$ cat src/rtl/hazard_ctrl_unit.sv
// hazard_ctrl_unit: pipeline sequencer for the 5-stage core.
// Decides load-use stalls, taken-branch flushes and data-memory freezes.
// It drives the PC write enable, IF/ID write/flush and the ID/EX bubble select.
// Saturating stall/flush counters provide performance telemetry.
//
// Handshake/control contract: every output is combinational from (state,
// inputs), so a hazard is answered in the same cycle it appears. While rst_n is
// low, the outputs are forced to the safe pattern pc_write=0, ifid_write=0,
// ifid_flush=1, idex_bubble=1.
module hazard_ctrl_unit #(
    parameter int FLUSH_CYCLES = 1,
    parameter int CNT_W        = 16
) (
    input  logic             clk,
    input  logic             rst_n,
    input  logic [31:0]      ifid_instr,
    input  logic             idex_mem_read,
    input  logic [4:0]       idex_rd,
    input  logic             branch_taken,
    input  logic             mem_busy,
    output logic             pc_write,
    output logic             ifid_write,
    output logic             ifid_flush,
    output logic             idex_bubble,
    output logic [CNT_W-1:0] stall_count,
    output logic [CNT_W-1:0] flush_count,
    output logic [1:0]       dbg_state
);

    typedef enum logic [1:0] {
        ST_RUN   = 2'd0,
        ST_FLUSH = 2'd1,
        ST_WAIT  = 2'd2
    } state_t;

    localparam logic [2:0] FC = 3'(FLUSH_CYCLES);

    state_t     state, state_n;
    logic [2:0] flush_ctr, flush_ctr_n;
    logic       branch_pend, branch_pend_n;
    logic       ret_flush, ret_flush_n;
    logic       flush_inc;
    logic       lu_hazard;
    logic       in_flush;
    logic       pc_w, ifid_w, ifid_f, idex_b;

    assign lu_hazard = idex_mem_read && (idex_rd != 5'd0) &&
                       ((idex_rd == ifid_instr[19:15]) || (idex_rd == ifid_instr[24:20]));

    // FLUSH rules apply in FLUSH, and when leaving WAIT back into an interrupted flush.
    assign in_flush = (state == ST_FLUSH) || ((state == ST_WAIT) && ret_flush);

    assign dbg_state = state;

    // Next-state and control decode, priority: mem_busy > branch > flush > load-use > normal.
    always_comb begin
        state_n       = ST_RUN;
        flush_ctr_n   = flush_ctr;
        branch_pend_n = branch_pend;
        ret_flush_n   = ret_flush;
        flush_inc     = 1'b0;
        pc_w          = 1'b1;
        ifid_w        = 1'b1;
        ifid_f        = 1'b0;
        idex_b        = 1'b0;

        if (mem_busy) begin
            // Full freeze; a branch seen now is remembered and replayed on exit.
            pc_w          = 1'b0;
            ifid_w        = 1'b0;
            branch_pend_n = branch_pend | branch_taken;
            state_n       = ST_WAIT;
            if (state != ST_WAIT) begin
                ret_flush_n = (state == ST_FLUSH);
            end
        end else if (branch_taken || branch_pend) begin
            ifid_f        = 1'b1;
            idex_b        = 1'b1;
            flush_inc     = 1'b1;
            branch_pend_n = 1'b0;
            if (FLUSH_CYCLES > 0) begin
                flush_ctr_n = FC;
                state_n     = ST_FLUSH;
            end
        end else if (in_flush) begin
            // Load-use is irrelevant here: the instruction in IF/ID is being squashed.
            ifid_f      = 1'b1;
            idex_b      = 1'b1;
            flush_ctr_n = flush_ctr - 3'd1;
            state_n     = (flush_ctr == 3'd1) ? ST_RUN : ST_FLUSH;
        end else if (lu_hazard) begin
            // One-cycle stall: the bubble clears idex_mem_read on the next cycle.
            pc_w   = 1'b0;
            ifid_w = 1'b0;
            idex_b = 1'b1;
        end
    end

    // Outputs, overridden by the safe pattern while reset is held.
    always_comb begin
        pc_write    = pc_w   & rst_n;
        ifid_write  = ifid_w & rst_n;
        ifid_flush  = ifid_f | ~rst_n;
        idex_bubble = idex_b | ~rst_n;
    end

    // FSM state and sequencing registers.
    always_ff @(posedge clk or negedge rst_n) begin
        if (!rst_n) begin
            state       <= ST_RUN;
            flush_ctr   <= 3'd0;
            branch_pend <= 1'b0;
            ret_flush   <= 1'b0;
        end else begin
            state       <= state_n;
            flush_ctr   <= flush_ctr_n;
            branch_pend <= branch_pend_n;
            ret_flush   <= ret_flush_n;
        end
    end

    // Saturating performance counters.
    always_ff @(posedge clk or negedge rst_n) begin
        if (!rst_n) begin
            stall_count <= '0;
            flush_count <= '0;
        end else begin
            if (!pc_w && (stall_count != '1)) begin
                stall_count <= stall_count + 1'b1;
            end
            if (flush_inc && (flush_count != '1)) begin
                flush_count <= flush_count + 1'b1;
            end
        end
    end

endmodule

$ cat config.mk
export PLATFORM = sky130hd
export DESIGN_NAME = hazard_ctrl_unit
export DESIGN_NICKNAME = d
export VERILOG_FILES = /design/src/rtl/hazard_ctrl_unit.sv
export SDC_FILE = /design/constraint.sdc
export NUM_CORES = 1
export LEC_CHECK = 0
export BUFFER_PORTS_ARGS = -buffer_cell sky130_fd_sc_hd__buf_2
export CORE_AREA = 3 3 73 75
export DETAILED_ROUTE_END_ITERATION = 10
export DIE_AREA = 0 0 76 78
export GPL_TIMING_DRIVEN = 1
export PLACE_DENSITY = 0.81
export RECOVER_POWER = 100
export SETUP_SLACK_MARGIN = 0.02
export SKIP_LAST_GASP = 1
export SYNTH_ARGS = -nofsm -noshare
export SYNTH_HDL_FRONTEND = slang
export SYNTH_SLANG_ARGS = --single-unit
export TNS_END_PERCENT = 50
$ cat constraint.sdc
create_clock -name clk -period 2.2 [get_ports clk]
set_input_delay 0 -clock clk [delete_from_list [all_inputs] [get_ports clk]]
set_output_delay 0 -clock clk [all_outputs]
set_load 0.01 [all_outputs]
After elaboration in Yosys (flattened, before gate mapping)
Cells that the tools add are included.

storage, ports and cells
  register bits after elaboration = 39
  input bits = 42
  output and inout port bits = 38
  logic and storage cells = 58

operators by class
  $add $sub $neg = 3
  equality and inequality tests = 8
  mux-type cells = 21
  bitwise operators = 6
  reductions and logical operators = 14

operators with widths
  cell                                                                 count
  16-bit by 1-bit adder with 16-bit output (second input constant)     2
  16-bit != test (second input constant)                               2
  1-bit 2-to-1 mux                                                     18
  5-bit == test                                                        2
  3-bit 2-to-1 mux                                                     2
  1-bit logical AND                                                    5
  5-bit nonzero test                                                   1
  2-bit AND reduction                                                  2
  2-bit nonzero test                                                   2
  3-bit by 1-bit == test with 1-bit output (second input constant)     1
  1-bit logical OR                                                     3
  1-bit OR                                                             3
  3-bit by 1-bit subtractor with 3-bit output (second input constant)  1
  2-bit by 1-bit == test with 1-bit output (second input constant)     1
  2-bit == test (second input constant)                                1
  2-bit 2-to-1 mux                                                     1
  2-bit != test (second input constant)                                1
  1-bit NOT                                                            2
  1-bit AND                                                            1
  1-bit zero test                                                      1

Logic depth before layout (Yosys ltp)
Gate-level depths: netlist of run 1.

  depth after elaboration = 9
  mapped depth = 8
  depth with buffers taken out = 7

Least setup slack after synthesis of run 1
No wires, ideal clock.

  path type = register -> register
  start = reg stall_count[0]
  end = reg stall_count[1]
  library setup time = 0.128 ns
  arrival time = 1.830 ns
  required time = 2.072 ns
  slack = 0.243 ns
  cell stages (with the launch flop) = 8
  buffers on the path = 1
  clock period less this slack = 1.957 ns
  path through = dfrtp_1 ha_1 nand2_4 nor2_2 a2111oi_2 o21ai_2 buf_6 mux2_1

between the ends
  longest elaborated chain between the ends = 2
  elaborated cells between the ends (all ways) = 3
  classes of those cells = add/sub (1); eq/ne (1); reduce/logical (1)

ends and longest elaborated chain
  element                                                                                           RTL line  text
  from (decl)                                                                                       25        output logic [CNT_W-1:0] stall_count,
  from (signal assigned)                                                                            129       stall_count <= stall_count + 1'b1;
  parallel branches: the longest is 2 deep, another holds 16-bit by 1-bit adder with 16-bit output  n/a

Parallel ways; which one is timed is not known.
A chain may end at the register's enable or synchronous reset.

Final worst setup path of run 1
  start = reg stall_count[0]
  end = reg stall_count[10]

Same word-level chain as after synthesis.

==> flow_metrics.tcl, run 1 <==
set metrics [dict create \
    post_drt_via_cell_ratio 5.05 \
    synth_nets 242 \
    yosys.area.top_type "dfrtp_1" \
    dp_hpwl_um 3300 \
    fill_cells 463 \
    drcViolationCount 0 \
    yosys_warnings 0 \
    rsz0062_at_grt "false" \
    worst_ep_arrival_time_ns 2.22 \
    final_nets 312 \
    fmax_ghz 0.501 \
    place_inst 323 \
    setup_ws_ns 0.202 \
    grt.total_usage_pct 15.5 \
    worstPathRequired_ns 2.43 \
    final_cells 334 \
    finalHoldViolCount 0 \
    path_class "register to register" \
    ant_nets 0 \
    grt_pass1_vias 1723 \
    maxCapViolCount 0 \
    drtPass1Iterations 4 \
    cts_resized 0 \
    ys_top_cells_by_area "dfrtp_1, xnor2_1, xor2_1, nand4_1, nand3_1" \
    wl_um 4240 \
    switching_power_w 0.000765 \
    switching_share_pct 32.7 \
    power_leakage_nw 1.10 \
    finalPower_w 0.00234 \
    dieHeight_um 78 \
    internal_power_w 0.00157 \
    fp-row-count 25 \
    hold_class "input pin to asynchronous set/reset pin" \
    core-area_um2 4720 \
    async_reset_ff_share_pct 100 \
    seq_power_share_pct 43.6 \
    finalCritPeriodShare_pct 90.8 \
    slew_violations 0 \
    grt_max_degree 31 \
    path_clk_slew_ns 0.08 \
    slew_headroom_pct 52.1 \
    netlist_top_cells_count "dfrtp_1, xnor2_1, nand2_1, xor2_1, nor2_1" \
    tightest_slew_ns 0.719 \
    ir_drop_mv 0.495 \
    clockRootBuffer "clkbuf_8" \
    cts_setup_buffers 0 \
    crit_path_start_kind "register" \
    die_w_um 76 \
    final_util_pct 54.0 \
    cts_buffer_depth 2 \
    outcome "completed" \
    cts.sinks 39 \
    synth.top_cell.area_share_pct 46.7 \
    ctsHtreeMaxLevel 2 \
    period_needed_ns 2.00 \
    synth_edf_count 0 \
    seq_area_um2 976 \
    syn_area_per_cell_um2 10.7 \
    critPathMaxFanout 11 \
    via_count 1687 \
    area_growth_pct 22.2 \
    ctsHoldBuffers 3 \
    preCtsSetupSlack_ns 0.190 \
    synth-seq-cells 39 \
    multiInputGateArea_um2 1030 \
    fp.dieArea_um2 5930 \
    drive_above_1_share_pct 17.6 \
    clock_latency_ns 0.30 \
    fin_setup_tns_ns 0 \
    numPortBuffers 57 \
    finalClockSkew_ns 0.00700 \
    cp-end-kind "register" \
    grt_pass1_wl_um 7400 \
    wl_per_cell_um 12.7 \
    ys_types 41 \
    yosysMostFrequentCell "dfrtp_1" \
    syn_area_um2 2090 \
    synth_seq_area_share_pct 46.7 \
    cts_inserted_buffers 5 \
    gp_congestion 0.801 \
    io_pins 80 \
    setup_viol 0 \
    start_util_pct 44.2 \
    diodes 0 \
    overflow 0 \
    tritoncts "built" \
    drt_iter0_drc 48 \
    power_frac_clock_pct 30.3 \
    antenna_found_initial 0 \
    power_frac_comb_pct 26.1 \
    p_per_area_nw_per_um2 916 \
    synth_cells 196 \
    synthFlopType "dfrtp_1" \
]
sequential cells by signal, indices dropped and copies added (netlist names):
signal	cells
branch_pend	1
dbg_state	2
flush_count	16
flush_ctr	3
ret_flush	1
stall_count	16
metrics by stage:
stage | hold slack (ns) | area (µm²)
2_1_floorplan | -0.296 | 2090
6_report | 0.197 | 2550
5_1_grt | 0.232 | 2550
4_1_cts | 0.0800 | 2650
3_5_place_dp | -0.125 | 2480
3_3_place_gp | -0.128 | 2480
cell families (layout without fill, tap and decap cells):
kind of cell,Yosys count,after routing,share of synthesized area (%)
fa+ha+maj,4,4,2.40
mux,2,2,1.08
buf+inv,8,79,2.04
xor+xnor,40,40,16.8
simple gates,86,86,24.5
compound gates,17,17,6.47
flops,39,39,46.7
layer usage:
metal / vias to the layer above / global-route usage, % / routed length [µm]
met3: 8 / 3.94 / 168
met2: 33 / 27.1 / 2120
met4: 0 / 6.70 / 70
met5: - / 0 / 0
li1: 833 / - / -
met1: 813 / 18.0 / 1880
worst paths after layout:
check	start	to	slack, ns	cells past startpoint
min in group clk	idex_mem_read	stall_count[15]	0.34	5
worst min-delay path	rst_n	stall_count[14]	0.20	2
worst max-delay path	stall_count[0]	stall_count[10]	0.20	7
worst max register to register	stall_count[0]	stall_count[10]	0.20	7
worst min register to register	flush_count[13]	flush_count[13]	0.49	1
max in group asynchronous	rst_n	flush_count[11]	0.90	3
power by group through the flow:
stage / Sequential (W) / Clock, W / Combinational, W
floorplan: 0.00108 / 0 / 0.000322
global placement: 0.00102 / 0 / 0.000647
detailed placement: 0.00103 / 0 / 0.000666
CTS: 0.00102 / 0.000727 / 0.000671
global route: 0.00104 / 0.000761 / 0.000683
finish: 0.00102 / 0.000707 / 0.000611
cells in the final DEF, fill, tap and decap left out, drive strengths merged:
master,n
nor4,3
a31o,1
nor2,15
dfrtp,39
nand2,17
or4,1
nand4,10
nand3b,3
ha,4
o21a,1
clkinvlp,1
nor2b,1
or2,1
inv,5
a2111oi,1
mux2,2
clkbuf,45
nor3,13
xor2,16
and2,1
nand3,13
and3,6
xnor2,24
a21o,1
a31oi,4
bufinv,2
o22ai,1
and4,1
o21ai,5
dlygate4sd3,3
nand2b,1
buf,23
a21oi,3
final cells by class:
| cell class | count | area share (%) |
|---|---|---|
| Inverter | 5 | 0.736 |
| Sequential cell | 39 | 38.3 |
| Timing Repair Buffer | 66 | 11.9 |
| Clock buffer | 5 | 2.70 |
| Tap cell | 67 | 3.29 |
| Clock inverter | 3 | 2.65 |
| Multi-Input combinational cell | 149 | 40.5 |
worst max-delay path, cell delays in order (launching register included):
cell and delay (ns):
dfrtp_1 0.42, ha_1 0.27, nand2_4 0.09, nor2_2 0.05
a2111oi_2 0.38, o21ai_2 0.25, nor3_1 0.30, xor2_1 0.16
Note: power is estimated with default switching activity, not from simulation.
==> inputs of run 2 (changes only) <==
==> constraint.sdc (replaced) <==
create_clock -name clk -period 2.2 [get_ports clk]
set_input_delay 0.22 -clock clk [delete_from_list [all_inputs] [get_ports clk]]
set_output_delay 0.22 -clock clk [all_outputs]
set_load 0.01 [all_outputs]
==> flow_metrics.tcl, run 2 (synthesis results as in run 1) <==
set metrics [dict create \
    place_inst 323 \
    setup_viol 0 \
    io_pins 80 \
    dieHeight_um 78 \
    fill_cells 440 \
    outcome "completed" \
    crit_path_start_kind "input pin" \
    finalHoldViolCount 0 \
    grt_pass1_wl_um 7450 \
    ctsHtreeMaxLevel 2 \
    cts_resized 0 \
    cp-end-kind "output pin" \
    preCtsSetupSlack_ns 0.188 \
    path_class "input pin to output pin" \
    gp_congestion 0.802 \
    drcViolationCount 0 \
    hold_start "branch_taken" \
    path_clk_slew_ns 0.07 \
    final_nets 310 \
    grt_max_degree 31 \
    drive_above_1_share_pct 17.4 \
    clockRootBuffer "clkbuf_8" \
    worst_ep_arrival_time_ns 1.82 \
    cts_buffer_depth 2 \
    period_needed_ns 2.04 \
    maxCapViolCount 0 \
    top_regs "flush_count (16), stall_count (16), flush_ctr (3)" \
    final_common_cell "clkbuf_1" \
    holdWs_ns 0.231 \
    hold_class "input pin to register" \
    overflow 0 \
    numPortBuffers 57 \
    r2r_start "stall_count[0]" \
    cts_setup_buffers 0 \
    p_per_area_nw_per_um2 920 \
    antenna_found_initial 0 \
    power_leakage_nw 1.09 \
    ant_nets 0 \
    grt_pass1_vias 1698 \
    slew_violations 0 \
    regToRegSetupSlack_ns 0.17 \
    wl_per_cell_um 13.1 \
    setup_ws_ns 0.157 \
    r2r_end "stall_count[10]" \
    layout_common_cells "clkbuf_1, dfrtp_1, xnor2_1, buf_2" \
    via_count 1662 \
    dp_hpwl_um 3380 \
    min_to "branch_pend" \
    reg2reg_depth 7 \
    diodes 0 \
    critPathMaxFanout 4 \
    worstPathRequired_ns 1.98 \
    start_util_pct 44.2 \
    post_drt_via_cell_ratio 5.01 \
    fmax_ghz 0.490 \
    die_w_um 76 \
    final_cells 332 \
    fp.dieArea_um2 5930 \
    whs_path_depth 3 \
    rsz0062_at_grt "false" \
    ir_drop_mv 0.536 \
    tritoncts "built" \
    finalClockSkew_ns 0.00759 \
    fp-row-count 25 \
    grt.total_usage_pct 15.5 \
    wl_um 4350 \
    drt_iter0_drc 76 \
    clock_latency_ns 0.29 \
    cts.sinks 39 \
    tightest_slew_ns 0.730 \
    core-area_um2 4720 \
    final_util_pct 53.6 \
    cts_inserted_buffers 5 \
    finalCritPeriodShare_pct 92.8 \
    slew_headroom_pct 51.3 \
    fin_setup_tns_ns 0 \
    area_growth_pct 21.2 \
    drtPass1Iterations 4 \
]
-- run 2: worst max-delay path by stage --
stage	depth (start not counted)	from	to	slack, ns
after CTS	7	stall_count[0]	stall_count[7]	0.17
final	6	idex_rd[1]	pc_write	0.16
after detailed placement	7	stall_count[0]	stall_count[7]	0.19
after floorplan	7	stall_count[0]	stall_count[1]	0.24
after global routing	7	stall_count[0]	stall_count[14]	0.05
after global placement	7	stall_count[0]	stall_count[7]	0.24
-- run 2: worst max-delay path: stages --
cell and delay [ns]:
buf_2 0.12, or4_4 0.54, o21a_1 0.21, a31oi_1 0.35, and2_2 0.22, clkbuf_1 0.15
-- run 2: repair_timing --
item / 4_1_cts / 5_1_grt
hold buffers: 1 / 0
endpoints found under the hold margin: 9 / 0
setup endpoints to repair: 0 / 0
-- run 2: metrics by stage --
| step | instance area (µm²) | power (W) |
|---|---|---|
| after global routing | 2530 | 0.00248 |
| after CTS | 2620 | 0.00240 |
| final | 2530 | 0.00233 |
| after detailed placement | 2480 | 0.00170 |
| after global placement | 2480 | 0.00167 |
| after floorplan | 2090 | 0.00140 |
-- run 2: cell type report --
cell class | instances | area (µm²) | share of cell area [%]
Tap cell | 67 | 83.8 | 3.31
Timing Repair Buffer | 64 | 283 | 11.2
Clock buffer | 6 | 72.6 | 2.87
Inverter | 5 | 18.8 | 0.741
Multi-Input combinational cell | 149 | 1040 | 41.0
Clock inverter | 2 | 60.1 | 2.37
Sequential cell | 39 | 976 | 38.6
-- run 2: layer usage --
layer,part of all wire (%),vias up,global-route usage (%)
met1,43,798,17.7
met2,51,35,27.3
met4,1.1,0,5.98
met3,4.8,4,4.76
li1,-,825,-
met5,0,-,0
-- run 2: where the power goes --
part | switching, W | internal (W) | total, W
clock | 0.000244 | 0.000453 | 0.000697
sequential | 0.000164 | 0.000856 | 0.00102
combinational | 0.000354 | 0.000258 | 0.000612
total | 0.000762 | 0.00157 | 0.00233
